--- src/rtl/bus_fabric_6502.sv ---
// Address decoder, read-data mux and RDY/wait-state generator between the 6502 core and
// NSLV on-chip slaves. Table-driven decode (lowest index wins), per-slave programmable wait
// states, an all-ones default slave for unmapped addresses and a stall timeout with error
// capture.
module bus_fabric_6502 #(
   parameter int unsigned         NSLV     = 10,
   parameter int unsigned         AW       = 16,
   parameter int unsigned         DW       = 8,
   parameter int unsigned         WS_W     = 2,
   parameter int unsigned         TMO      = 255,
   parameter logic [NSLV*AW-1:0]  SLV_BASE = {16'h9000, 16'h8000, 16'h7000, 16'h6000,
                                              16'h5000, 16'h4000, 16'h3000, 16'h2000,
                                              16'h1000, 16'h0000},
   parameter logic [NSLV*AW-1:0]  SLV_MASK = {NSLV{16'hF000}}
) (
   input  logic                 clk,
   input  logic                 reset,
   input  logic [AW-1:0]        cpu_ab,
   input  logic                 cpu_we,
   output logic [DW-1:0]        cpu_di,
   output logic                 cpu_rdy,
   output logic [NSLV-1:0]      slv_sel,
   output logic                 slv_we,
   input  logic [NSLV*DW-1:0]   slv_do,
   input  logic [NSLV-1:0]      slv_rdy,
   input  logic [NSLV*WS_W-1:0] ws_cfg,
   output logic                 bus_err,
   output logic [AW-1:0]        err_addr
);

   localparam int unsigned IW = (NSLV > 1) ? $clog2(NSLV) : 1;
   localparam int unsigned TW = (TMO > 1) ? $clog2(TMO + 1) : 1;

   localparam logic [0:0] StAcc  = 1'b0;
   localparam logic [0:0] StWait = 1'b1;

   logic [0:0]      state_q, state_d;
   logic [WS_W-1:0] cnt_q, cnt_d;
   logic [TW-1:0]   tmo_q, tmo_d;
   logic [NSLV:0]   dsel_q, dsel_d;
   logic            bus_err_q, bus_err_d;
   logic [AW-1:0]   err_addr_q, err_addr_d;

   logic            hit;
   logic [IW-1:0]   idx;
   logic            sel_rdy;
   logic [WS_W-1:0] sel_ws;
   logic            tmo_fire;

   // Address decode: walk downwards so the lowest matching index is the one left standing
   always_comb begin
      hit = 1'b0;
      idx = '0;
      for (int i = int'(NSLV) - 1; i >= 0; i--) begin
         if ((cpu_ab & SLV_MASK[i*AW +: AW]) == SLV_BASE[i*AW +: AW]) begin
            hit = 1'b1;
            idx = IW'(i);
         end
      end
   end

   // Slave-side selects and the decoded slave's ready / wait-state field
   always_comb begin
      slv_sel = '0;
      if (hit) slv_sel[idx] = 1'b1;
      slv_we  = cpu_we & hit;
      // Default slave is always ready and never inserts wait states
      sel_rdy = hit ? slv_rdy[idx] : 1'b1;
      sel_ws  = hit ? ws_cfg[idx*WS_W +: WS_W] : '0;
   end

   // Access FSM: ACC is the first cycle of every access, WAIT covers the stall
   always_comb begin
      state_d  = state_q;
      cnt_d    = cnt_q;
      tmo_d    = tmo_q;
      cpu_rdy  = 1'b0;
      tmo_fire = 1'b0;
      unique case (state_q)
         StAcc: begin
            // tmo_q tracks the cycle index within the access; the first WAIT cycle is 1
            tmo_d = TW'(1);
            if (sel_ws == '0) begin
               cpu_rdy = sel_rdy;
               if (!sel_rdy) begin
                  state_d = StWait;
                  cnt_d   = '0;
               end
            end else begin
               cnt_d   = sel_ws - WS_W'(1);
               state_d = StWait;
            end
         end
         default: begin
            cpu_rdy = (cnt_q == '0) & sel_rdy;
            if (cnt_q != '0) cnt_d = cnt_q - WS_W'(1);
            // A ready slave in the timeout cycle completes normally
            if (!cpu_rdy && (TMO != 0) && (tmo_q == TW'(TMO - 1))) begin
               tmo_fire = 1'b1;
               cpu_rdy  = 1'b1;
            end
            if (TMO != 0) tmo_d = tmo_q + TW'(1);
            if (cpu_rdy) state_d = StAcc;
         end
      endcase
   end

   // Data-phase select and error capture
   always_comb begin
      dsel_d = dsel_q;
      if (cpu_rdy) dsel_d = tmo_fire ? {1'b1, {NSLV{1'b0}}} : {~hit, slv_sel};
      bus_err_d  = ((state_q == StAcc) && !hit) || tmo_fire;
      err_addr_d = bus_err_d ? cpu_ab : err_addr_q;
   end

   // Read-data mux driven from the registered select; top bit is the all-ones default
   always_comb begin
      cpu_di = '0;
      for (int i = 0; i < int'(NSLV); i++) begin
         if (dsel_q[i]) cpu_di = cpu_di | slv_do[i*DW +: DW];
      end
      if (dsel_q[NSLV]) cpu_di = {DW{1'b1}};
   end

   // State registers, synchronous reset aborts any access in flight
   always_ff @(posedge clk) begin
      if (reset) begin
         state_q    <= StAcc;
         cnt_q      <= '0;
         tmo_q      <= '0;
         dsel_q     <= {1'b1, {NSLV{1'b0}}};
         bus_err_q  <= 1'b0;
         err_addr_q <= '0;
      end else begin
         state_q    <= state_d;
         cnt_q      <= cnt_d;
         tmo_q      <= tmo_d;
         dsel_q     <= dsel_d;
         bus_err_q  <= bus_err_d;
         err_addr_q <= err_addr_d;
      end
   end

   assign bus_err  = bus_err_q;
   assign err_addr = err_addr_q;

endmodule

--- config.mk ---
export PLATFORM = sky130hd
export DESIGN_NAME = bus_fabric_6502
export DESIGN_NICKNAME = d
export VERILOG_FILES = /design/src/rtl/bus_fabric_6502.sv
export SDC_FILE = /design/constraint.sdc
export NUM_CORES = 1
export LEC_CHECK = 0
export ABC_CLOCK_PERIOD_IN_PS = 3520
export BUFFER_PORTS_ARGS = -buffer_cell sky130_fd_sc_hd__buf_4
export CORE_MARGIN = 8
export CORE_UTILIZATION = 45
export DETAILED_ROUTE_END_ITERATION = 8
export PLACE_DENSITY = 0.91
export SYNTH_ARGS = -nofsm -noshare
export SYNTH_HDL_FRONTEND = slang
export SYNTH_SLANG_ARGS = --single-unit
export TNS_END_PERCENT = 1
--- constraint.sdc ---
create_clock -name clk -period 3.52 [get_ports clk]
set_input_delay 0.176 -clock clk [delete_from_list [all_inputs] [get_ports clk]]
set_output_delay 0.176 -clock clk [all_outputs]
set_load 0.02 [all_outputs]
==> out/metrics.yaml, run 1 <==
critical_path:
  path_class: "primary input to output pin"
  rr_worst_depth: 7
  r2r_start: "tmo_q[3]"
  critPathLaunch: "cpu_ab[12]"
  cp-end-kind: "output pin"
  worstPathRequired_ps: 3340
  arrival_ps: 2170
  cp-start-kind: "primary input"
  cp_max_fo: 19
clock_network:
  cts_tree: "done"
  clkSlewWorstSetupHoldPaths_ps: 80
  cts_made_buffers: 5
  clockBufferDepth: 2
  numClockSinks: 39
  htree_levels: 2
  cts_hold_buf: 0
  insertion_delay_ps: 290
  cts-root-buf: "clkbuf_8"
  postCtsResizedCells: 0
  cts_setup_buffers: 0
yosys:
  synth_edf_count: 0
  synth.net_count: 441
  async_flop_share_pct: 0
  netlist_area_sq_um: 2570
  yosys-top-cells-area: "dfxtp_1, nand2b_1, mux2i_1"
  yosys.area.top_type_share_pct: 30.4
  yosysWarnings: 0
  synthFlopType: "dfxtp_1"
  synthCells: 309
  synth_top_area_cell: "dfxtp_1"
  yosysSeqAreaShare_pct: 30.4
  ys_ff_latch: 39
  yosysUniqueCellTypes: 48
  avgSynthCellArea_sq_um: 8.31
worst_hold_path:
  hold_path_depth: 3
  worstHoldStart: "cpu_ab[0]"
  hold_path.class: "primary input to register"
power_and_ir_drop:
  power_density_nw_per_um2: 321
  p_clk_share_pct: 24.2
  p_sw_share_pct: 32.9
  p_sw_uw: 407
  irDropWorstVdd_v: 0.000278
  seqPwrFrac_pct: 40.5
  p_leak_uw: 0.00174
  p_int_uw: 829
  pwr-share-comb_pct: 35.3
drt:
  drt-total-wl_mm: 9.79
  vias: 3009
  drtIter0Drc: 138
  drc_errors: 0
  viasPerCell: 5.72
  drt_first_pass_iters: 4
  wl_per_cell_um: 18.6
  ant_nets: 0
sta:
  fin_crit_ps: 2350
  timing.slew.headroom_pct: 68.0
  fmax_ghz: 0.426
  finClkSkew_ps: 5.01
  tightest_slew_ps: 480
  finalSetupTns_ps: 0
  rsz0062_at_grt: "false"
  final.period_utilization_pct: 66.7
  finalHoldViolCount: 0
  finalSetupViolCount: 0
  finalMaxSlewViolations: 0
run_status:
  status: "complete, no violations"
layout:
  diodes: 0
  final_core_util_pct: 70.0
  layout.cells.non_filler: 526
  syn_to_final_growth_pct: 50.1
  drive_gt1_share_pct: 40.5
  stdcell_area_sq_um: 3850
  final_nets: 585
floorplanning:
  row_count: 27
  die_w_um: 91.5
  io_pins: 166
  start_util_pct: 46.6
  core_area_sq_um: 5510
  die_h_um: 91.5
  die-area_sq_um: 8380
placed_design:
  dp_hpwl_mm: 7.84
  placed_cells: 518
  place_congestion: 0.928
  dpl_cell_area_sq_um: 3760
  port_buffers: 165
grt:
  track_usage_pct: 22.1
  grt-ovfl-total: 0
  grt_max_degree: 50
  antenna_found_initial: 0
  grt_pass1_wl_mm: 15.4
  grt_pass1_vias: 3116
job:
  drv_cap: 0
-- synthesized netlist by cell type, drive strengths merged (3+ instances only) --
master / instances
ha: 3
nor3: 3
a211oi: 11
nand2: 9
mux2i: 21
a222oi: 8
a22o: 16
inv: 10
dfxtp: 39
a221oi: 12
mux2: 3
a21oi: 17
buf: 11
nand3: 12
nand4: 11
xor2: 3
clkbuf: 19
nor2: 23
o21ai: 18
nand2b: 35
-- layout by cell type, fill, tap and decap left out, drive strengths merged, types with 9 or more instances in the layout --
cell type  instances
dfxtp             39
buf              167
o21ai             18
mux2i             21
nand4             11
nor2              23
a221oi            12
nand3             12
inv               10
a22o              16
nand2              9
a21oi             17
a211oi            11
nand2b            35
-- flip-flops by register name (all words and copies together) (netlist names) --
register  cells
cnt_q         2
state_q       1
bus_err       1
tmo_q         8
err_addr     16
dsel_q       11
-- worst max-delay path, cell delays in order --
cell and delay, ps:
buf_4 240, nor2b_2 360, a221oi_1 150, o21ai_0 100
o211ai_1 220, o311a_1 480, nor2_1 240, buf_4 190
-- worst paths after layout --
| path | end | slack (ps) |
|---|---|---|
| min | err_addr[0] | 140 |
| min reg2reg | err_addr[10] | 480 |
| max reg2reg | err_addr[15] | 1460 |
| max | cpu_rdy | 1170 |
-- power groups by stage --
stage	sequential [uW]	clock (uW)	combinational (uW)
3_3_place_gp	509	0	422
6_report	500	299	437
5_1_grt	504	327	472
2_1_floorplan	508	0	234
4_1_cts	499	309	437
3_5_place_dp	510	0	436
-- layer usage --
| layer | GRT usage (%) | up-vias | part of all wire (%) |
|---|---|---|---|
| met5 | 0 | - | 0 |
| met4 | 7.23 | 0 | 2.1 |
| met3 | 6.67 | 19 | 9.2 |
| met2 | 42.4 | 153 | 53 |
| met1 | 22.0 | 1395 | 35 |
| li1 | - | 1442 | - |
-- cell families after synthesis --
group / after synthesis / synth area share [%]
AOI/OAI and AO/OA: 95 / 28.1
DFF: 39 / 30.4
xor gates and xnor gates: 5 / 1.71
buffers and inverters: 40 / 7.31
muxes: 24 / 9.65
and+or+nand+nor: 103 / 21.4
adders and majority gates: 3 / 1.46
-- area by class of cell --
| class | count | area (sq um) |
|---|---|---|
| Fill cell | 433 | 1650 |
| Multi-Input combinational cell | 230 | 1600 |
| Timing Repair Buffer | 167 | 1250 |
| Sequential cell | 39 | 781 |
| Tap cell | 72 | 90.1 |
| Clock buffer | 5 | 68.8 |
| Inverter | 10 | 37.5 |
| Clock inverter | 3 | 20.0 |
-- stage by stage --
step	total power (uW)	worst slack, ps	hold WS [ps]
finish	1240	1170	139
global route	1300	1030	139
CTS	1250	1210	128
detailed placement	946	998	454
global placement	931	1220	434
floorplan	742	1600	328
No activity file was read; power rests on OpenSTA's default activity.
==> run 2, diff against run 1 <==
- ABC_AREA: unset -> 1
- ABC_CLOCK_PERIOD_IN_PS: 3520 -> 2500
- CORE_UTILIZATION: 45 -> 44
- PLACE_DENSITY: 0.91 -> 0.88
- clock period: 3.52 -> 2.5 ns (I/O delays scaled with it)
==> out/metrics.yaml, run 2 <==
critical_path:
  path_class: "register to register"
  arrival_ps: 2160  # about the same
  cp_max_fo: 32  # +13
  cp-end-kind: "register"
  worstPathRequired_ps: 2690  # -650 ps
  cp-start-kind: "register"
placed_design:
  port_buffers: 165  # unchanged
  placed_cells: 640  # +24%
  place_congestion: 1.01  # +9.3%
  post-place-ws_ps: 309  # -689 ps
  dp_hpwl_mm: 8.59  # +9.5%
yosys:
  ys_top_cells_by_count: "nor2_1, nand2_1, inv_1, dfxtp_1, nand3_1"
  yosys.area.top_type_share_pct: 29.1  # -1.4 points
  yosysSeqAreaShare_pct: 29.1  # -1.4 points
  synth_top_area_cell: "dfxtp_1"
  async_flop_share_pct: 0  # unchanged
  netlist_area_sq_um: 2690  # +4.7%
  ys_ff_latch: 39  # unchanged
  yosysWarnings: 0  # unchanged
  yosys-top-cells-area: "dfxtp_1, nor2_1, nand2_1"
  synth.net_count: 554  # +26%
  yosysUniqueCellTypes: 34  # -29%
  synthCells: 422  # +37%
  synth_most_common_cell: "nor2_1"
  synthFlopType: "dfxtp_1"
  avgSynthCellArea_sq_um: 6.37  # -23%
  synth_edf_count: 0  # unchanged
layout:
  largest_reg_flops: 16  # unchanged
  layout_common_cells: "buf_4, nor2_1, nand2_1, inv_1, dfxtp_1"
  drive_gt1_share_pct: 32.8  # -7.7 points
  layout_commonest_cell: "buf_4"
  layout.cells.non_filler: 648  # +23%
  final_nets: 704  # +20%
  syn_to_final_growth_pct: 47.9
  diodes: 0  # unchanged
sta:
  worst_slack_ps: 528  # -646 ps
  fmax_ghz: 0.507
  timing.slew.headroom_pct: 26.0  # -42 points
  tightest_slew_ps: 1110  # +630 ps
  fin_crit_ps: 1970
  rsz0062_at_grt: "false"
  finalMaxSlewViolations: 0  # unchanged
  final.period_utilization_pct: 78.9
  finClkSkew_ps: 5.15  # +0.133 ps
  finalSetupTns_ps: 0  # unchanged
  finalHoldViolCount: 0  # unchanged
  finalSetupViolCount: 0  # unchanged
drt:
  drc_errors: 0  # unchanged
  drt-total-wl_mm: 10.2  # +3.9%
  wl_per_cell_um: 15.7  # -16%
  drtIter0Drc: 98  # -29%
  viasPerCell: 5.14  # -10%
  ant_nets: 0  # unchanged
  drt_first_pass_iters: 5  # +1
  vias: 3328  # +11%
floorplanning:
  die_h_um: 94.2  # +2.9%
  io_pins: 166  # unchanged
  row_count: 28  # +3.7%
  die_w_um: 94.2  # +2.9%
  core_area_sq_um: 5920  # +7.5%
  die-area_sq_um: 8870  # +5.8%
  start_util_pct: 45.4  # -1.2 points
worst_hold_path:
  hold_path.class: "primary input to register"
grt:
  antenna_found_initial: 0  # unchanged
  grt-ovfl-total: 0  # unchanged
  grt_pass1_wl_mm: 15.9  # +3.3%
  grt_max_degree: 33  # -34%
  grt_pass1_vias: 3445  # +11%
  track_usage_pct: 22.3  # +0.16 points
clock_network:
  clockBufferDepth: 2  # unchanged
  numClockSinks: 39  # unchanged
  cts_tree: "done"
  cts_setup_buffers: 0  # unchanged
  postCtsResizedCells: 0  # unchanged
  cts_made_buffers: 5  # unchanged
  cts-root-buf: "clkbuf_8"
  insertion_delay_ps: 290  # about the same
  htree_levels: 2  # unchanged
  cts_hold_buf: 0  # unchanged
  clkSlewWorstSetupHoldPaths_ps: 70  # about the same
power_and_ir_drop:
  irDropWorstVdd_v: 0.000426  # +53%
  p_leak_uw: 0.00207  # +19%
  power_density_nw_per_um2: 560  # +75%
job:
  drv_cap: 0  # unchanged
run_status:
  status: "complete, no violations"
==> run 2: area by class of cell <==
class | count | area [sq um]
sequential | 39 | 781
timing repair buffer | 167 | 1250
clock inverter | 1 | 8.76
clock buffer | 7 | 86.3
fill | 547 | 1950
tap | 75 | 93.8
inverter | 48 | 180
multi-input combinational | 311 | 1570
==> run 2: path summary, 6_finish.rpt <==
kind	from	to	slack [ps]	depth (start not counted)
worst max-delay path	tmo_q[0]	err_addr[8]	530	9
worst min-delay path	reset	tmo_q[0]	20	2
worst max register to register	tmo_q[0]	err_addr[8]	530	9
worst min register to register	tmo_q[4]	tmo_q[4]	470	2
==> run 2: kinds of logic (layout without fill, tap and decap cells) <==
logic type      count (synthesis)  count (layout)  share of synthesized area [%]
compound gates                 60              60                           17.0
flops                          39              39                           29.1
xor+xnor                        4               4                           1.30
simple gates                  244             244                           38.8
buf+inv                        72             223                           12.5
fa+ha+maj                       3               3                           1.40
==> run 2: per-layer routing <==
layer / up-vias / global-route usage, % / wire [um]
met1: 1485 / 22.5 / 3770
met5: - / 0 / 0
met3: 23 / 8.31 / 1110
met4: 0 / 8.98 / 264
li1: 1671 / - / -
met2: 149 / 40.2 / 5030
==> run 2: stage by stage <==
stage	hold WS (ps)	utilization [%]	area [sq um]	total power, uW
floorplan	194	-	2690	1440
global placement	312	65.5	3880	1770
detailed placement	323	65.5	3880	1800
CTS	3.12	67.1	3980	2240
global route	15.8	67.1	3980	2380
finish	15.1	67.1	3980	2230
==> run 2: worst max-delay path: stages (launching register included) <==
cell,delay (ps)
dfxtp_1,340
inv_1,70
ha_1,140
nand2_1,50
nor4_1,360
nand2_1,150
o21ai_2,440
nand2_1,150
nand2_1,100
nor2_1,50
==> run 2: where the power goes <==
group          internal [uW]  leakage (uW)  switching, uW  total, uW
Clock                    226     0.0000484            213        439
Combinational            454       0.00170            494        948
Sequential               707      0.000321            132        839
